<file path="src/rtl/rf_sequencer.sv">
// rf_sequencer: command-driven initiator for the RF register file.
// Accepts one op per cmd handshake and drives the registered RF control word
// (O1Sel/O2Sel/FunSel/RSel/TSel/I), capturing O1/O2 for MOVE and READ.
module rf_sequencer #(
  parameter int unsigned DATA_W = 8,
  parameter int unsigned CNT_W  = 8
) (
  input  logic                clock,
  input  logic                reset_n,
  input  logic                cmd_valid,
  output logic                cmd_ready,
  input  logic [2:0]          cmd_op,
  input  logic [2:0]          cmd_src,
  input  logic [2:0]          cmd_dst,
  input  logic [DATA_W-1:0]   cmd_imm,
  output logic                rsp_valid,
  input  logic                rsp_ready,
  output logic [2*DATA_W-1:0] rsp_data,
  output logic [2:0]          O1Sel,
  output logic [2:0]          O2Sel,
  output logic [1:0]          FunSel,
  output logic [3:0]          RSel,
  output logic [3:0]          TSel,
  output logic [DATA_W-1:0]   I,
  input  logic [DATA_W-1:0]   O1,
  input  logic [DATA_W-1:0]   O2,
  output logic [CNT_W-1:0]    cmd_count
);

  localparam logic [2:0] OpNop  = 3'b000;
  localparam logic [2:0] OpLoad = 3'b001;
  localparam logic [2:0] OpClr  = 3'b010;
  localparam logic [2:0] OpInc  = 3'b011;
  localparam logic [2:0] OpDec  = 3'b100;
  localparam logic [2:0] OpMove = 3'b101;
  localparam logic [2:0] OpRead = 3'b110;

  localparam logic [1:0] FunClr  = 2'b00;
  localparam logic [1:0] FunLoad = 2'b01;
  localparam logic [1:0] FunDec  = 2'b10;
  localparam logic [1:0] FunInc  = 2'b11;

  typedef enum logic [2:0] {StIdle, StExec, StRd, StWr, StRsp} state_e;

  state_e     state_q;
  logic [2:0] op_q;
  logic [2:0] dst_q;

  // Reg code idx 0..3 maps to enable bit 3..0 (R1/T1 is the MSB).
  function automatic logic [3:0] reg_onehot(input logic [1:0] idx);
    return 4'b1000 >> idx;
  endfunction

  function automatic logic [1:0] fun_of(input logic [2:0] op);
    case (op)
      OpClr:   return FunClr;
      OpLoad:  return FunLoad;
      OpDec:   return FunDec;
      default: return FunInc;
    endcase
  endfunction

  assign cmd_ready = (state_q == StIdle);

  // Sequencer FSM; every RF control output is a register updated here.
  always_ff @(posedge clock or negedge reset_n) begin
    if (!reset_n) begin
      state_q   <= StIdle;
      op_q      <= OpNop;
      dst_q     <= 3'b000;
      O1Sel     <= 3'b000;
      O2Sel     <= 3'b000;
      FunSel    <= FunClr;
      RSel      <= 4'b0000;
      TSel      <= 4'b0000;
      I         <= '0;
      rsp_valid <= 1'b0;
      rsp_data  <= '0;
      cmd_count <= '0;
    end else begin
      // Enables are single-cycle pulses unless a write is being issued now.
      RSel <= 4'b0000;
      TSel <= 4'b0000;
      unique case (state_q)
        StIdle: begin
          if (cmd_valid) begin
            cmd_count <= cmd_count + CNT_W'(1);
            op_q      <= cmd_op;
            dst_q     <= cmd_dst;
            case (cmd_op)
              OpLoad, OpClr, OpInc, OpDec: begin
                FunSel <= fun_of(cmd_op);
                if (cmd_op == OpLoad) I <= cmd_imm;
                if (cmd_dst[2]) RSel <= reg_onehot(cmd_dst[1:0]);
                else            TSel <= reg_onehot(cmd_dst[1:0]);
                state_q <= StExec;
              end
              OpMove, OpRead: begin
                O1Sel   <= cmd_src;
                O2Sel   <= cmd_dst;
                state_q <= StRd;
              end
              default: ;  // NOP and undefined 111: counted, no RF activity
            endcase
          end
        end
        StExec: state_q <= StIdle;
        StRd: begin
          if (op_q == OpMove) begin
            I      <= O1;
            FunSel <= FunLoad;
            if (dst_q[2]) RSel <= reg_onehot(dst_q[1:0]);
            else          TSel <= reg_onehot(dst_q[1:0]);
            state_q <= StWr;
          end else begin
            rsp_data  <= {O1, O2};
            rsp_valid <= 1'b1;
            state_q   <= StRsp;
          end
        end
        StWr: state_q <= StIdle;
        StRsp: begin
          if (rsp_ready) begin
            rsp_valid <= 1'b0;
            state_q   <= StIdle;
          end
        end
        default: state_q <= StIdle;
      endcase
    end
  end

endmodule
</file>
<file path="config.mk">
export PLATFORM = sky130hd
export DESIGN_NAME = rf_sequencer
export DESIGN_NICKNAME = d
export VERILOG_FILES = /design/src/rtl/rf_sequencer.sv
export SDC_FILE = /design/constraint.sdc
export NUM_CORES = 1
export LEC_CHECK = 0
export CORE_AREA = 2 2 78 80
export DETAILED_ROUTE_END_ITERATION = 12
export DIE_AREA = 0 0 80 82
export GPL_TIMING_DRIVEN = 0
export PLACE_DENSITY = 0.84
export SYNTH_ARGS = -nofsm -noshare
export SYNTH_HDL_FRONTEND = slang
export SYNTH_SLANG_ARGS = --single-unit
export TNS_END_PERCENT = 30
</file>
<file path="constraint.sdc">
create_clock -name clock -period 2.8 [get_ports clock]
set_clock_uncertainty 0.15 [all_clocks]
set_input_delay 0.42 -clock clock [delete_from_list [all_inputs] [get_ports clock]]
set_output_delay 0.42 -clock clock [all_outputs]
set_load 0.02 [all_outputs]
</file>
==> impl_metrics.tcl, run 1 <==
set metrics [dict create \
    outcome "finished clean" \
    ioPinCount 87 \
    multi_input_area_sq_um 976 \
    die_area_sq_um 6560 \
    ys_seq_area_frac 0.581 \
    yosys.area.top_type "dfrtp_1" \
    combPwrFrac 0.472 \
    seqPwrFrac 0.340 \
    gp_congestion 0.886 \
    path_class "flip-flop to output port" \
    regArea_sq_um 1450 \
    cts_tree "done" \
    portBuffers 83 \
    tightest_slew_ps 609 \
    grt_pass1_wl_um 9030 \
    htree_levels 3 \
    start_kind "flip-flop" \
    power_frac_clock 0.188 \
    cts_root_buf "clkbuf_8" \
    cts_buffers 9 \
    postPlaceCellArea_sq_um 3440 \
    hold_viol_final 0 \
    grt_pass1_vias 1897 \
    design_area_sq_um 3650 \
    min_period_ps 2550 \
    syn_area_per_cell_sq_um 13.4 \
    max_freq_ghz 0.392 \
    wl_per_cell_um 14.8 \
    grt_usage 0.183 \
    antenna_cells 0 \
    cts.path.max_buffers 2 \
    worst_setup_path_end_kind "output port" \
    cts_resized 0 \
    rsz0062_at_grt "false" \
    wl_um 5330 \
    antenna_left 0 \
    setup_viol 0 \
    vias 1837 \
    power_density_nw_per_um2 1140 \
    overflow 0 \
    synth_area_leaders "dfrtp_1 (58%), mux2_2 (20%), xnor2_1 (2.5%)" \
    syn_nets 224 \
    post_cts_buffers 0 \
    synth.ff_latch_count 58 \
    post-route-drc-count 0 \
    dieWidth_um 80 \
    core_sq_um 5750 \
    final_util 0.636 \
    clock_sinks 58 \
    p_int_w 0.00270 \
    layout.nets 320 \
    die_h_um 82 \
    area_growth_pct 46.2 \
    arrival_ps 1980 \
    netlist.area_leader.share 0.581 \
    slew_headroom 0.589 \
    drtPass1Iterations 4 \
    syn_inst 186 \
    worstPathMaxFanout 8 \
    holdCritPathClass "input pin to flip-flop" \
    drv_slew 0 \
    hpwl_um 3900 \
    grt_max_degree 33 \
    drtIter0Drc 64 \
    yosys_warnings 0 \
    fillers 453 \
    worst_ep_required_time_ps 2230 \
    via_per_inst 5.09 \
    start_util 0.435 \
    irDropWorstVdd_mv 0.694 \
    final_layout_size_suffix_gt1_frac 0.262 \
    timing.final.crit_share 0.912 \
    antenna_found_initial 0 \
    ys_types 35 \
    power_switching_w 0.00146 \
    p_sw_frac 0.351 \
    clock_latency_ps 320 \
    drv_cap 0 \
    synth_area_sq_um 2500 \
    clkTransAtPathRegs_ps 60 \
    row_count 28 \
    p_leak_nw 1.51 \
]
metal layers:
metal  vias to the layer above  global-route usage  routed length, um
li1                        862                   -                  -
met3                         7              0.0846                569
met4                         0              0.0881                 93
met5                         -                   0                  0
met2                        70               0.289               2570
met1                       898               0.212               2100
power groups by stage:
stage | Clock (W) | Combinational (W) | Sequential [W]
5_1_grt | 0.000850 | 0.00211 | 0.00146
6_report | 0.000783 | 0.00196 | 0.00141
3_3_place_gp | 0 | 0.00193 | 0.00140
2_1_floorplan | 0 | 0.000778 | 0.00176
3_5_place_dp | 0 | 0.00197 | 0.00142
4_1_cts | 0.000799 | 0.00199 | 0.00141
logic make-up (layout without fill, tap and decap cells):
group                    count (synthesis)  after routing  share of synthesized area
flip-flops                              58             58                      0.581
multiplexers                            45             45                      0.203
AND/OR/NAND/NOR                         38             38                     0.0936
AO/OA/AOI/OAI                           21             21                     0.0576
buffers and inverters                   14            114                     0.0285
XOR/XNOR                                 9              9                     0.0315
adder cells (fa/ha/maj)                  1              1                    0.00501
per-stage QoR:
stage | TNS, ps | hold slack [ps] | setup WS, ps | total power (W) | cells
3_3_place_gp | -37880 | 308 | -655 | 0.00334 | 344
4_1_cts | 0 | 219 | 248 | 0.00420 | 361
5_1_grt | 0 | 234 | 137 | 0.00442 | 361
3_5_place_dp | 0 | 313 | 317 | 0.00339 | 345
6_report | 0 | 230 | 248 | 0.00416 | 361
2_1_floorplan | 0 | -25.6 | 693 | 0.00254 | 186
synth_stat cells, drive strengths merged:
| cell type | number |
|---|---|
| o32ai | 2 |
| o21ai | 3 |
| nand3b | 2 |
| nor3 | 4 |
| nand3 | 4 |
| mux2 | 45 |
| nand2 | 10 |
| xor2 | 2 |
| o22ai | 6 |
| a211o | 1 |
| o31a | 1 |
| ha | 1 |
| nor3b | 1 |
| clkbuf | 1 |
| dfrtp | 58 |
| a31oi | 1 |
| nand2b | 2 |
| o41ai | 1 |
| or2 | 1 |
| nor2 | 5 |
| a21oi | 2 |
| nor4b | 2 |
| o31ai | 3 |
| or3b | 1 |
| xnor2 | 7 |
| o21a | 1 |
| buf | 8 |
| and4 | 2 |
| inv | 5 |
| nand4 | 3 |
| or3 | 1 |
flip-flops by register name, indices dropped and copies added, names as in the netlist, 4 cells and up:
name       count
rsp_data      16
I              8
cmd_count      8
RSel           4
TSel           4
layout by cell type (no fill, tap or decap), drive strengths merged, types with 3 or more instances in the layout:
| cell type | Yosys | layout |
|---|---|---|
| buf | 8 | 10 |
| clkbuf | 1 | 14 |
| clkdlybuf4s50 | 0 | 82 |
| dfrtp | 58 | 58 |
| inv | 5 | 5 |
| mux2 | 45 | 45 |
| nand2 | 10 | 10 |
| nand3 | 4 | 4 |
| nand4 | 3 | 3 |
| nor2 | 5 | 5 |
| nor3 | 4 | 4 |
| o21ai | 3 | 3 |
| o22ai | 6 | 6 |
| o31ai | 3 | 3 |
| xnor2 | 7 | 7 |
layout make-up:
type | count | share of cell area
Multi-Input combinational cell | 114 | 0.267
Clock buffer | 13 | 0.0462
Tap cell | 75 | 0.0257
Inverter | 5 | 0.00514
Buffer | 9 | 0.0144
Clock inverter | 2 | 0.00959
Sequential cell | 58 | 0.397
Timing Repair Buffer | 85 | 0.234
what timing repair did:
| action | 4_1_cts | 5_1_grt |
|---|---|---|
| endpoints found under the setup margin | 0 | 0 |
| hold buffers | 1 | 0 |
| hold endpoints to repair | 26 | 0 |
critical path, stage by stage (launching register included):
cell and delay [ps]:
dfrtp_1 370, buf_2 170, nor3_1 400, clkdlybuf4s50_1 720
final timing paths:
path / from / end / slack (ps) / cells past startpoint
min in group asynchronous: reset_n / I[4] / 490 / 2
max in group asynchronous: reset_n / O1Sel[2] / 1430 / 3
hold reg to reg: cmd_count[7] / cmd_count[7] / 320 / 1
setup / recovery: state_q[0] / cmd_ready / 250 / 3
setup reg to reg: state_q[0] / I[1] / 580 / 5
hold / removal: cmd_op[1] / op_q[1] / 230 / 2
(Power assumes the default switching activity.)
==> run 2, diff against run 1 <==
- ABC_CLOCK_PERIOD_IN_PS: default -> 2400
- clock period: 2.8 -> 2.4 ns (I/O delays scaled with it)
==> impl_metrics.tcl, run 2 (synthesis gave the netlist of run 1 again) <==
set metrics [dict create \
    hpwl_um 3900 \
    vias 1832 \
    drtPass1Iterations 4 \
    cts.path.max_buffers 2 \
    row_count 28 \
    portBuffers 83 \
    power_density_nw_per_um2 1320 \
    regToRegEndpoint "I[1]" \
    post_cts_buffers 0 \
    layout.nets 320 \
    grt_usage 0.183 \
    worst_ep_required_time_ps 2460 \
    holdCritPathClass "input pin to flip-flop" \
    start_kind "flip-flop" \
    antenna_found_initial 0 \
    cts_root_buf "clkbuf_8" \
    slew_headroom 0.592 \
    rr_worst_depth 5 \
    hold_viol_final 0 \
    worstPathCellList "buf_2 -> nor3b_1 -> clkbuf_1 -> mux2_2 -> mux2_2" \
    tightest_slew_ps 604 \
    hold_ws_ps 170 \
    die_area_sq_um 6560 \
    wl_um 5330 \
    rsz0062_at_grt "false" \
    die_h_um 82 \
    dieWidth_um 80 \
    regMostFlops "rsp_data" \
    gp_congestion 0.886 \
    drv_cap 0 \
    area_growth_pct 46.1 \
    timing.final.crit_share 0.925 \
    clock_sinks 58 \
    start_util 0.435 \
    crit_buf_inv 2 \
    overflow 0 \
    htree_levels 3 \
    path_class "flip-flop to flip-flop" \
    cp-startpoint "state_q[0]" \
    postPlaceCellArea_sq_um 3440 \
    worstPathMaxFanout 10 \
    drv_slew 0 \
    arrival_ps 2280 \
    worst_setup_path_end_kind "flip-flop" \
    crit_end "I[1]" \
    grt_pass1_vias 1897 \
    clkTransAtPathRegs_ps 60 \
    cp_common_cell "mux2_2" \
    largest_register_ffs 16 \
    pre_cts_ws_ps -22.8 \
    grt_max_degree 33 \
    setup_slack_ps 179 \
    ioPinCount 87 \
    reg_top3 "rsp_data: 16 flops, I: 8 flops, cmd_count: 8 flops" \
    core_sq_um 5750 \
    via_per_inst 5.07 \
    ff2ff_setup_slack_ps 180 \
    min_period_ps 2220 \
    cp_slowest_stage_delay_ps 510 \
    crit_family "buffers and inverters" \
    grt_pass1_wl_um 9030 \
    antenna_left 0 \
    crit_cells 5 \
    setup_viol 0 \
    irDropWorstVdd_mv 0.809 \
    antenna_cells 0 \
    clock_latency_ps 320 \
    final_layout_size_suffix_gt1_frac 0.262 \
    design_area_sq_um 3650 \
    max_freq_ghz 0.450 \
    final_common_cell "clkdlybuf4s50_1" \
    crit_slowest_cell "clkbuf_1" \
    p_leak_nw 1.51 \
    cts_buffers 9 \
    reg2reg_from "state_q[0]" \
    post-route-drc-count 0 \
    drtIter0Drc 64 \
    wl_per_cell_um 14.8 \
    final_cell_mix "clkdlybuf4s50_1 (81), dfrtp_1 (58), mux2_2 (45), clkbuf_8 (12), nand2_1 (10)" \
    cts_tree "done" \
    outcome "finished clean" \
]
## run 2: cell types whose count changed in the layout (fill, tap and decap cells not counted), sizes merged
cell,previous run,this run
dlygate4sd2,0,1
clkdlybuf4s50,82,81
## run 2: where the power goes
part	total (W)	switching (W)	internal [W]
Sequential	0.00165	0.000250	0.00140
Combinational	0.00228	0.00109	0.00118
Clock	0.000912	0.000355	0.000557
Total	0.00484	0.00170	0.00314
## run 2: worst min-delay path by stage
stage                      start           end  slack, ps  depth (start not counted)
floorplan                reset_n     FunSel[0]        -90                          0
global placement    cmd_count[7]  cmd_count[7]        310                          1
detailed placement       reset_n          I[4]        250                          1
CTS                    cmd_op[1]       op_q[1]        160                          2
global route           cmd_op[1]       op_q[1]        170                          2
finish                 cmd_op[1]       op_q[1]        170                          2
## run 2: per-layer routing
metal | up-vias | share of wire | GRT usage
met2 | 68 | 0.48 | 0.289
li1 | 862 | - | -
met5 | - | 0 | 0
met3 | 7 | 0.11 | 0.0846
met1 | 895 | 0.39 | 0.212
met4 | 0 | 0.017 | 0.0881
## run 2: cell type report
cell class,count,area [sq um]
tap,75,93.8
fill,454,2090
inverter,5,18.8
multi-input combinational,114,976
sequential,58,1450
buffer,9,52.6
clock buffer,13,169
clock inverter,2,35.0
timing repair buffer,85,855
## run 2: timing repair
item | CTS | global route
resized for setup | 1 | 0
setup endpoints to repair | 1 | 0
endpoints found under the hold margin | 26 | 0
hold buffers | 1 | 0
## run 2: metrics by stage
step           utilization  std cells  total power [W]  TNS [ps]
2_1_floorplan            -        186          0.00296         0
3_3_place_gp         0.596        344          0.00389    -57600
5_1_grt              0.635        361          0.00515         0
4_1_cts              0.635        361          0.00489         0
3_5_place_dp         0.598        345          0.00396      -139
6_report             0.635        361          0.00484         0
==> run 3, diff against run 2 <==
- ABC_CLOCK_PERIOD_IN_PS: 2400 -> default
==> results of run 3 <==
Final layout, timing and power as in run 2 (identical DEF).
==> edit: new RTL, config.mk and constraints of run 2 <==
Change the parameter `CNT_W` from 8 to 6.
--- a/src/rtl/rf_sequencer.sv
+++ b/src/rtl/rf_sequencer.sv
@@ -5,3 +5,3 @@
   parameter int unsigned DATA_W = 8,
-  parameter int unsigned CNT_W  = 8
+  parameter int unsigned CNT_W  = 6
 ) (
Ports: changed (resized cmd_count); port bits go from 87 to 85. No check against the original RTL was run, so the function may have changed too.
==> edit against run 2 <==
  * Worst setup slack got worse by 0.029 ns
  * Total power decreased by 16%
  * Utilization decreased by 3.1 points
  * Routed wire length decreased by 1.4%
  * Sequential share of layout area increased by 0.61 points
  * Area after synthesis decreased by 1.9%
  * Cell area decreased by 4.9%
  * Sequential cell count decreased by 2
  * Register-to-register slack improved by 0.12 ns
==> edit: results (changes against run 2) <==
GRT
  – Largest net degree at the start of global routing: 31 (-6.1%)
  – Tot GR Track Use: 16.4% (-1.9 points)
  – Number of global-route vias before repair: 1743 (-8.1%)
  – Global-route wire length before repair: 8.29 mm (-8.1%)

Critical path
  – R2R Setup Slk: 0.30 ns (+0.12 ns)
  – FF-to-FF End: I[4]
  – Reg2reg start: state_q[2]
  – Crit-path max FO: 8 (-2)
  – CP arrival: 1.74 ns (-0.54 ns)

STA
  – Max Slew Vio Count: 0 (unchanged)
  – Worst-Margin Slew: 0.683 ns (+0.0784 ns)

Clock network
  – CTS H-tree lvls: 2 (-1)
  – Post-CTS Resized: 0 (-1)
  – Clk slew on worst S/H paths: 0.10 ns (+0.04 ns)
  – Setup repair bufs after CTS: 0 (unchanged)
  – Num CTS Buffers: 5 (-4)
  – Worst-Skew Late Latency: 0.31 ns
  – Cts hold-fix bufs: 1 (unchanged)

Route
  – First DRT Iteration DRCs: 80 (+25%)
  – DRT met1 WL: 2.23 mm (+6.7%)
  – Metal3 WL: 230 um (-59%)
  – Vias: 1756 (-4.1%)
  – Met2 WL: 2.74 mm (+6.1%)
  – Vias per inst: 4.92 (-3.1%)
  – Final WL: 5.26 mm (-1.4%)

Logic synthesis
  – Cell variety after synth: 37 (+5.7%)
  – Register area share after synthesis: 57.2% (-0.92 points)
  – Synthesized Nets: 229 (+2.2%)
  – Largest cells by area after synthesis: dfrtp_1 (57%), mux2_2 (18%), nand2_1 (3.8%)
  – Top post-synthesis cells by count: dfrtp_1 (56), mux2_2 (40), nand2_1 (25), o32ai_1 (6)
  – Number of cells produced by synthesis: 191 (+2.7%)

Finish
  – Biggest regs: rsp_data: 16 flops, I: 8 flops, cmd_count: 6 flops
  – Fraction of layout instances using a drive strength above 1: 23.0% (-3.2 points)

Power
  – Leakage power: 0.00145 uW (-4.4%)
  – Worst IR Drop VDD: 0.569 mV (-30%)

Worst hold path
  – WHS Endpoint: op_q[1]
  – WHS Path Cells: 3 (+1)

Placement
  – Hpwl dp: 3.98 mm (+2.1%)
  – Final Wtd Congestion: 0.803 (-9.4%)
  – PortBufs: 82 (-1.2%)
  – Area after DPL: 3380 um2 (-1.7%)
  – DP Cell Count: 349 (+1.2%)

Status
  – Outcome: completed
[edit: cell type report]
class,count,area [um2]
buffer,10,70.1
clock buffer,5,68.8
clock inverter,2,12.5
fill,484,2270
inverter,2,7.51
multi-input combinational,123,972
sequential,56,1400
tap,75,93.8
timing repair buffer,84,846
[edit: how the worst max path moves through the flow]
stage,from,to,depth (start not counted)
floorplan,state_q[1],O1Sel[0],5
global placement,reset_n,O1Sel[2],1
detailed placement,cmd_op[0],I[2],5
CTS,state_q[1],cmd_ready,3
global route,state_q[1],cmd_ready,3
finish,state_q[1],cmd_ready,3
[edit: cells by family (layout without fill, tap and decap cells)]
kind of cell | Yosys count | count (layout) | synth area share, %
adder cells (fa/ha/maj) | 1 | 1 | 0.510
multiplexers | 41 | 41 | 18.8
XOR/XNOR | 7 | 7 | 2.50
flip-flops | 56 | 56 | 57.2
AO/OA/AOI/OAI | 17 | 17 | 4.85
buffers and inverters | 12 | 103 | 3.16
AND/OR/NAND/NOR | 57 | 57 | 13.0
[edit: worst max-delay path, stage by stage, from the launching register on]
cell and delay, ns:
dfrtp_1 0.38, buf_6 0.13, nor3_2 0.26, clkdlybuf4s50_1 0.66
[edit: metal layers]
| metal | vias to the layer above | global-route usage, % |
|---|---|---|
| li1 | 852 | - |
| met1 | 843 | 21.1 |
| met2 | 53 | 27.5 |
| met3 | 8 | 3.63 |
| met4 | 0 | 5.76 |
| met5 | - | 0 |
[edit: where the power goes]
group          leakage [uW]  switching, uW  internal (uW)
sequential         0.000685            230           1340
clock             0.0000400            298            199
combinational      0.000723            942           1060
total               0.00145           1470           2600
[edit: metrics by stage]
step	setup slack [ns]	util (%)	setup TNS [ns]	hold slack (ns)
2_1_floorplan	0.493	-	0	-0.0856
3_3_place_gp	-0.894	58.6	-49.89	0.304
3_5_place_dp	-0.0230	58.8	-0.115	0.296
4_1_cts	0.135	60.4	0	0.182
5_1_grt	0.0653	60.4	0	0.197
6_report	0.149	60.4	0	0.186
